**src/rtl/mem_miss_scoreboard.sv**
```systemverilog
// ============================================================================
//  Module      : mem_miss_scoreboard
//  Description : Tag-indexed outstanding load-miss tracker with out-of-order
//                completion, WAW suppression, source dependency stalls and a
//                drain indication.
//  Revision    : 1.0 - initial release
// ============================================================================
`default_nettype none

module mem_miss_scoreboard #(
    parameter int DEPTH   = 4,
    parameter int NUM_SRC = 2,
    parameter int XLEN    = 32,
    parameter int REG_W   = 5,
    localparam int TAG_W  = $clog2(DEPTH),
    localparam int CNT_W  = $clog2(DEPTH + 1)
) (
    input  logic                     clk,
    input  logic                     rst_n,
    input  logic                     alloc_valid,
    input  logic [REG_W-1:0]         alloc_rd,
    output logic                     alloc_ready,
    output logic [TAG_W-1:0]         alloc_tag,
    input  logic                     done_valid,
    input  logic [TAG_W-1:0]         done_tag,
    input  logic [XLEN-1:0]          done_data,
    output logic                     wb_valid,
    output logic [REG_W-1:0]         wb_rd,
    output logic [XLEN-1:0]          wb_data,
    input  logic [NUM_SRC*REG_W-1:0] src_rd,
    output logic [NUM_SRC-1:0]       src_hit,
    output logic                     dep_stall,
    output logic                     drained,
    output logic [CNT_W-1:0]         count,
    output logic                     err_spurious
);

    logic [DEPTH-1:0] r_valid;
    logic [DEPTH-1:0] r_young;
    logic [REG_W-1:0] r_rd [DEPTH];
    logic [CNT_W-1:0] r_count;
    logic             r_wb_valid;
    logic [REG_W-1:0] r_wb_rd;
    logic [XLEN-1:0]  r_wb_data;
    logic             r_err;

    logic             w_alloc_ready;
    logic             w_alloc_fire;
    logic [TAG_W-1:0] w_alloc_tag;
    logic             w_done_hit;
    logic             w_done_ok;
    logic [REG_W-1:0] w_done_rd;
    logic             w_done_young;
    logic             w_wb_fire;
    logic [NUM_SRC-1:0] w_src_hit;

    // Freed entries only become allocatable after the edge that frees them.
    assign w_alloc_ready = (r_count < CNT_W'(DEPTH));
    assign w_alloc_fire  = alloc_valid && w_alloc_ready;

    always_comb begin
        w_alloc_tag = '0;
        for (int i = DEPTH - 1; i >= 0; i--) begin
            if (!r_valid[i]) begin
                w_alloc_tag = TAG_W'(i);
            end
        end
    end

    always_comb begin
        w_done_hit   = 1'b0;
        w_done_rd    = '0;
        w_done_young = 1'b0;
        for (int i = 0; i < DEPTH; i++) begin
            if (done_tag == TAG_W'(i) && r_valid[i]) begin
                w_done_hit   = 1'b1;
                w_done_rd    = r_rd[i];
                w_done_young = r_young[i];
            end
        end
    end

    assign w_done_ok = done_valid && w_done_hit;

    // A same-cycle alloc to the same rd supersedes the completing write.
    assign w_wb_fire = w_done_ok && w_done_young && (w_done_rd != '0)
                     && !(w_alloc_fire && (alloc_rd == w_done_rd));

    always_comb begin
        w_src_hit = '0;
        for (int s = 0; s < NUM_SRC; s++) begin
            for (int e = 0; e < DEPTH; e++) begin
                if (src_rd[s*REG_W +: REG_W] != '0 && r_valid[e] && r_young[e]
                    && r_rd[e] == src_rd[s*REG_W +: REG_W]) begin
                    w_src_hit[s] = 1'b1;
                end
            end
        end
    end

    always_ff @(posedge clk) begin
        if (!rst_n) begin
            r_valid    <= '0;
            r_young    <= '0;
            for (int i = 0; i < DEPTH; i++) begin
                r_rd[i] <= '0;
            end
            r_count    <= '0;
            r_wb_valid <= 1'b0;
            r_wb_rd    <= '0;
            r_wb_data  <= '0;
            r_err      <= 1'b0;
        end else begin
            for (int i = 0; i < DEPTH; i++) begin
                if (w_alloc_fire && w_alloc_tag == TAG_W'(i)) begin
                    r_valid[i] <= 1'b1;
                    r_young[i] <= 1'b1;
                    r_rd[i]    <= alloc_rd;
                end else if (w_done_ok && done_tag == TAG_W'(i)) begin
                    r_valid[i] <= 1'b0;
                    r_young[i] <= 1'b0;
                end else if (w_alloc_fire && r_valid[i] && r_rd[i] == alloc_rd) begin
                    r_young[i] <= 1'b0;
                end
            end
            r_count    <= r_count + CNT_W'(w_alloc_fire) - CNT_W'(w_done_ok);
            r_wb_valid <= w_wb_fire;
            if (w_wb_fire) begin
                r_wb_rd   <= w_done_rd;
                r_wb_data <= done_data;
            end
            r_err      <= done_valid && !w_done_hit;
        end
    end

    assign alloc_ready  = w_alloc_ready;
    assign alloc_tag    = w_alloc_tag;
    assign wb_valid     = r_wb_valid;
    assign wb_rd        = r_wb_rd;
    assign wb_data      = r_wb_data;
    assign src_hit      = w_src_hit;
    assign dep_stall    = |w_src_hit;
    assign drained      = (r_count == '0);
    assign count        = r_count;
    assign err_spurious = r_err;

endmodule

`default_nettype wire

```
**config.mk**
```make
export PLATFORM = sky130hd
export DESIGN_NAME = mem_miss_scoreboard
export DESIGN_NICKNAME = d
export VERILOG_FILES = /design/src/rtl/mem_miss_scoreboard.sv
export SDC_FILE = /design/constraint.sdc
export NUM_CORES = 1
export LEC_CHECK = 0
export ABC_AREA = 1
export BUFFER_PORTS_ARGS = -buffer_cell sky130_fd_sc_hd__buf_2
export CORE_ASPECT_RATIO = 1.25
export CORE_MARGIN = 2
export CORE_UTILIZATION = 42
export DETAILED_ROUTE_END_ITERATION = 8
export PLACE_DENSITY = 0.65
export SYNTH_ARGS = -nofsm -noshare
export SYNTH_HDL_FRONTEND = slang
export SYNTH_SLANG_ARGS = --single-unit
```
**constraint.sdc**
```tcl
create_clock -name clk -period 3.67 [get_ports clk]
set_clock_uncertainty 0.05 [all_clocks]
set_input_delay 0 -clock clk [delete_from_list [all_inputs] [get_ports clk]]
set_output_delay 0 -clock clk [all_outputs]
set_load 0.01 [all_outputs]
```
==> metrics, run 1 <==
outcome=finished, final reports clean; Total Power=2.28 mW; Max VDD drop=0.330 mV; synthesized flop and latch total=70; drt first-iter violations=345; Residual DRC=0; final instance area=0.00532 mm2; Num CTS Buffers=9; Placed Cells=799; relative slew slack=43.8%; layout cell share with drive strength beyond 1=18.6%; Req. time, crit path=3880 ps; max cap viols=0; setup tns final=0 ps; vias per cell=5.23; RSZ-0062 raised after global routing=no; total grt overflow=0; CTS tree=yes; Data arrival, critical path=3070 ps; Placed Area=0.00466 mm2; CTS Root Buffer Type=clkbuf_16; initial antenna violation count=0; Final Non-Filler Cells=848; number of routed nets with antenna violations=0; post-synthesis cell area=0.00412 mm2; crit share post-route=77.9%; first-pass GRT wire length=20400 um; pwr dens=428 mW/mm2; final hold slack=52.8 ps; Worst Tran Pin Value=842 ps; path category of the worst min-delay check=input port to flop; Wirelength per Cell=15.0 um; ant diodes=0; vias in the first global route=4134; final hold vios=0; row count=40; Synth Instances=597; synth warn=0; main flop type after synthesis=dfxtp_1; total vias in the final route=4437; Distinct cells, synth=35; CORE AREA=0.00956 mm2; H-tree depth=3; ys async rst share=0%; worst-path fanout max=45; crit path time final=2860 ps; starting density of the core=43.1%; Worst-Skew Late Latency=330 ps; final setup margin=810 ps; first-pass iteration count of the detailed router=8; Top Ports=102; Leak Pwr=2.55 nW; CP Capture Type=flop; GP Congestion=0.936; Buffers on Ports=101; dpl hpwl=9030 um; setup violators final=0; FMAX=350 MHz; crit path launch type=flop; CP Class=flop to flop; clk buf depth=2; register area share after synthesis=38.9%; die area=0.0106 mm2; Die Y=115 um; final wirelength=12700 um; post-layout net count=773; post-layout util=55.7%; pre-CTS setup slack=892 ps; Post-CTS Setup Bufs=0; die width=92.6 um; Post-synth EDFFs=20; max-slew violations=0; P&R area growth vs syn=29.2%; Reg clk slew, reported paths=50 ps; # clock sinks=70; largest net degree at the start of global routing=46; syn_area_per_cell=6.90 um2; gr usage total=24.3%; net count after synthesis=653
-- repair_timing --
action | in CTS | in global routing
setup endpoints to repair | 0 | 0
hold buffers | 33 | 0
resized for setup | 0 | 0
hold endpoints to repair | 33 | 0
-- Yosys cell counts, types with 3 or more instances --
cell       instances  area share, %
inv_2              3           0.27
a211oi_1           5           0.91
or2_2              5           0.76
buf_4              5           0.91
o22ai_1           18            2.7
inv_1             83            7.6
xor2_1             8            1.7
o2111ai_1          3           0.64
nor4_1             3           0.46
dfxtp_1           50             24
o31ai_1            4           0.73
nand3_1           73            8.9
edfxtp_1          20             15
buf_2              5           0.61
nor3_1            13            1.6
nand4_1            8            1.2
nand2_1          100            9.1
clkinv_1           4           0.36
clkbuf_1          13            1.2
a21oi_1           52            6.3
o21ai_0           11            1.3
a221oi_1           6            1.3
nor2_1            85            7.7
buf_6              5            1.4
-- metal layers --
metal	global-route usage, %	vias up	share of wire [%]	wire, um
li1	-	2224	-	-
met1	29.2	2017	42	5290
met2	42.1	165	49	6280
met3	5.73	31	6.2	786
met4	9.45	0	2.7	344
met5	0	-	0	0
-- cells by family (layout without fill, tap and decap cells) --
logic type                 Yosys count  count (layout)  synth area share (%)
and+or+nand+nor                    292             292                  30.7
buffers and inverters              118             243                  12.3
AOI/OAI and AO/OA                  104             104                  14.9
DFF                                 70              70                  38.9
xor gates and xnor gates            10              10                  2.13
adders and majority gates            3               3                  1.09
-- worst max-delay path: stages (launching register included) --
cell and delay [ps]:
dfxtp_1 420, nand3_2 220, inv_2 150, nand2_1 100
a21oi_2 200, nor2_1 60, nor2_1 130, nand3_2 660
buf_4 520, nand3_1 110, nand2_1 50, nor2_1 120
-- state kept, by name, summed over array words and instances (netlist names) --
signal,flops
r_valid,4
wb_rd,5
r_young,4
r_rd,20
wb_data,32
count,3
err_spurious,1
wb_valid,1
-- placed cells by master, fill, tap and decap left out, drive strengths merged --
cell type,synthesis,final
xnor2,2,2
fa,1,1
o21ai,11,11
clkbuf,13,14
buf,15,104
a21oi,53,53
o2111ai,3,3
a211oi,5,5
inv,86,86
dfxtp,50,50
nor3,13,13
bufinv,0,1
ha,2,2
nand2,101,101
edfxtp,20,20
o31ai,4,4
nor4,3,3
nand4,8,8
o221ai,1,1
xor2,8,8
dlygate4sd3,0,33
a221oi,6,6
or2,5,5
clkinv,4,5
nand3,75,75
nor2,87,87
a2111oi,1,1
o311ai,1,1
a31oi,1,1
o22ai,18,18
-- where the power goes --
group	total (mW)	switching (mW)	internal, mW
logic	0.411	0.246	0.165
registers	0.932	0.0765	0.856
clock network	0.932	0.310	0.622
total	2.28	0.633	1.64
-- path summary, 6_finish.rpt --
check,slack [ps],startpoint,to,depth (start not counted)
worst max register to register,810,r_valid[2],wb_data[12],11
worst min-delay path,50,done_tag[1],r_young[1],3
worst max-delay path,810,r_valid[2],wb_data[12],11
worst min register to register,430,wb_data[26],wb_data[26],2
-- cell type report --
type | instances | area (um2)
Sequential cell | 70 | 1600
Fill cell | 925 | 4240
Multi-Input combinational cell | 409 | 2020
Tap cell | 126 | 158
Timing Repair Buffer | 137 | 871
Clock buffer | 14 | 295
Inverter | 90 | 338
Clock inverter | 2 | 35.0
No activity file was read; power rests on OpenSTA's default activity.
==> inputs of run 2 (changes only) <==
clock period = 2.8 ns   (was 3.67 ns; I/O delays follow)
==> run 2 against run 1 <==
Effect of this change: power rose by 30%; worst hold slack improved by 17 ps; critical path type unchanged; maximum frequency up 20%; clock-buffer cell count is 1 lower; routed wire length increased by 2.5%; final cell count increased by 0.47%; largest power group unchanged; critical endpoint is now count[2]; largest cell class unchanged; critical path depth rose by 3; core utilization increased by 0.24 points; flip-flop and latch count did not move; setup slack lost 400 ps.
==> metrics, run 2 (synthesis gave the netlist of run 1 again) <==
final wirelength=13000 um (was 12700 um); H-tree depth=3 (unchanged); pwr dens=555 mW/mm2 (was 428 mW/mm2); pre-CTS setup slack=450 ps (was 892 ps); post-layout util=55.9% (was 55.7%); # clock sinks=70 (unchanged); Data arrival, critical path=2560 ps (was 3070 ps); post-layout net count=777 (was 773); number of routed nets with antenna violations=0 (unchanged); Register Area=0.00160 mm2 (unchanged); r2r worst-path depth=14 (was 11); hold_sp=done_tag[1] (unchanged); ant diodes=0 (unchanged); final hold vios=0 (unchanged); r2r startpoint=r_valid[2] (unchanged); Req. time, crit path=2970 ps (was 3880 ps); crit path launch type=flop (unchanged); total vias in the final route=4482 (was 4437); Top Ports=102 (unchanged); Filler cells=939 (was 925); post-CTS sizing=0 (unchanged); RSZ-0062 raised after global routing=no (unchanged); largest net degree at the start of global routing=49 (was 46); Total Power=2.97 mW (was 2.28 mW); Placed Cells=803 (was 799); gr usage total=24.8% (was 24.3%); Die Y=115 um (unchanged); max cap viols=0 (unchanged); most common cell after layout, fill and taps aside=buf_2 (unchanged); hold path depth=3 (unchanged); setup violators final=0 (unchanged); most frequent cells in the layout=buf_2 (101), nand2_1 (100), nor2_1 (85) (unchanged); Wirelength per Cell=15.3 um (was 15.0 um); Leak Pwr=2.57 nW (was 2.55 nW); row count=40 (unchanged); Max VDD drop=0.447 mV (was 0.330 mV); Num CTS Buffers=9 (unchanged); CORE AREA=0.00956 mm2 (unchanged); first-pass iteration count of the detailed router=5 (was 8); Reg clk slew, reported paths=60 ps (was 50 ps); FMAX=418 MHz (was 350 MHz); multi-input logic area=0.00202 mm2 (unchanged); relative slew slack=63.0% (was 43.8%); final instance area=0.00534 mm2 (was 0.00532 mm2); Residual DRC=0 (unchanged); Worst-Skew Late Latency=330 ps (about the same); max reg flops=32 (unchanged); setup tns final=0 ps (unchanged); final setup margin=409 ps (was 810 ps); drt first-iter violations=245 (was 345); clk buf depth=2 (unchanged); Worst R2R End=count[2] (was wb_data[12]); first-pass GRT wire length=20800 um (was 20400 um); CTS Root Buffer Type=clkbuf_16 (unchanged); final hold slack=69.8 ps (was 52.8 ps); Worst Hold Endpoint=r_young[1] (unchanged); CP Class=flop to flop (unchanged); die area=0.0106 mm2 (unchanged); Buffers on Ports=101 (unchanged); CP Capture Type=flop (unchanged); starting density of the core=43.1% (unchanged); crit share post-route=85.4% (was 77.9%); CTS tree=yes (unchanged); worst reg-to-reg setup slack=410 ps (was 810 ps); dpl hpwl=9360 um (was 9030 um); die width=92.6 um (unchanged); P&R area growth vs syn=29.7% (was 29.2%); GP Congestion=0.991 (was 0.936); vias in the first global route=4171 (was 4134); crit path time final=2390 ps (was 2860 ps); vias per cell=5.26 (was 5.23); layout cell share with drive strength beyond 1=19.1% (was 18.6%); initial antenna violation count=0 (unchanged); Placed Area=0.00469 mm2 (was 0.00466 mm2); Final Non-Filler Cells=852 (was 848); total grt overflow=0 (unchanged); path category of the worst min-delay check=input port to flop (unchanged); outcome=finished, final reports clean (unchanged); max-slew violations=0 (unchanged); worst-path fanout max=8 (was 45); Worst Tran Pin Value=541 ps (was 842 ps)
[run 2: cell count changes in the layout (fill, tap and decap cells not counted)]
cell       change
buf_4          +4
clkbuf_16      +1
bufinv_16      -1
inv_4          +1
clkbuf_1       -1
clkbuf_8       -1
clkinv_4       +1
[run 2: repair_timing]
item | 4_1_cts | 5_1_grt
hold endpoints to repair | 33 | 0
buffers inserted | 0 | 0
hold buffers | 33 | 0
[run 2: worst max-delay path by stage]
stage                           from       end  slack, ps
after detailed placement  r_valid[2]  count[2]        450
final                     r_valid[2]  count[2]        410
after CTS                 r_valid[2]  count[2]        420
after floorplan           r_valid[1]  count[2]        600
after global placement    r_valid[2]  count[2]        490
after global routing      r_valid[2]  count[2]        170
[run 2: critical path: stages, from the launching register on]
cell and delay [ps]:
dfxtp_1 400, nand3_2 180, nand2_1 130, inv_1 40, nand3_1 110, nand2_2 100
inv_2 80, ha_1 220, inv_1 60, ha_1 130, inv_1 50, fa_1 370
xor2_1 160, o21ai_0 150, a21oi_1 50
[run 2: metal layers]
| metal | routed length, um | vias up | global-route usage [%] |
|---|---|---|---|
| li1 | - | 2235 | - |
| met1 | 5570 | 2041 | 30.8 |
| met2 | 6310 | 178 | 41.1 |
| met3 | 782 | 28 | 5.00 |
| met4 | 354 | 0 | 12.0 |
| met5 | 0 | - | 0 |
[run 2: report_power, final]
group | leakage (nW) | total [mW] | internal [mW] | switching, mW
sequential | 0.614 | 1.21 | 1.12 | 0.0858
combinational | 1.80 | 0.570 | 0.226 | 0.344
clock | 0.162 | 1.19 | 0.756 | 0.433
[run 2: final cells by class]
| class | instances | area share [%] |
|---|---|---|
| clock buffer | 13 | 5.67 |
| clock inverter | 3 | 0.375 |
| inverter | 90 | 6.32 |
| multi-input combinational | 409 | 37.8 |
| sequential | 70 | 30.0 |
| tap | 126 | 2.95 |
| timing repair buffer | 141 | 16.9 |
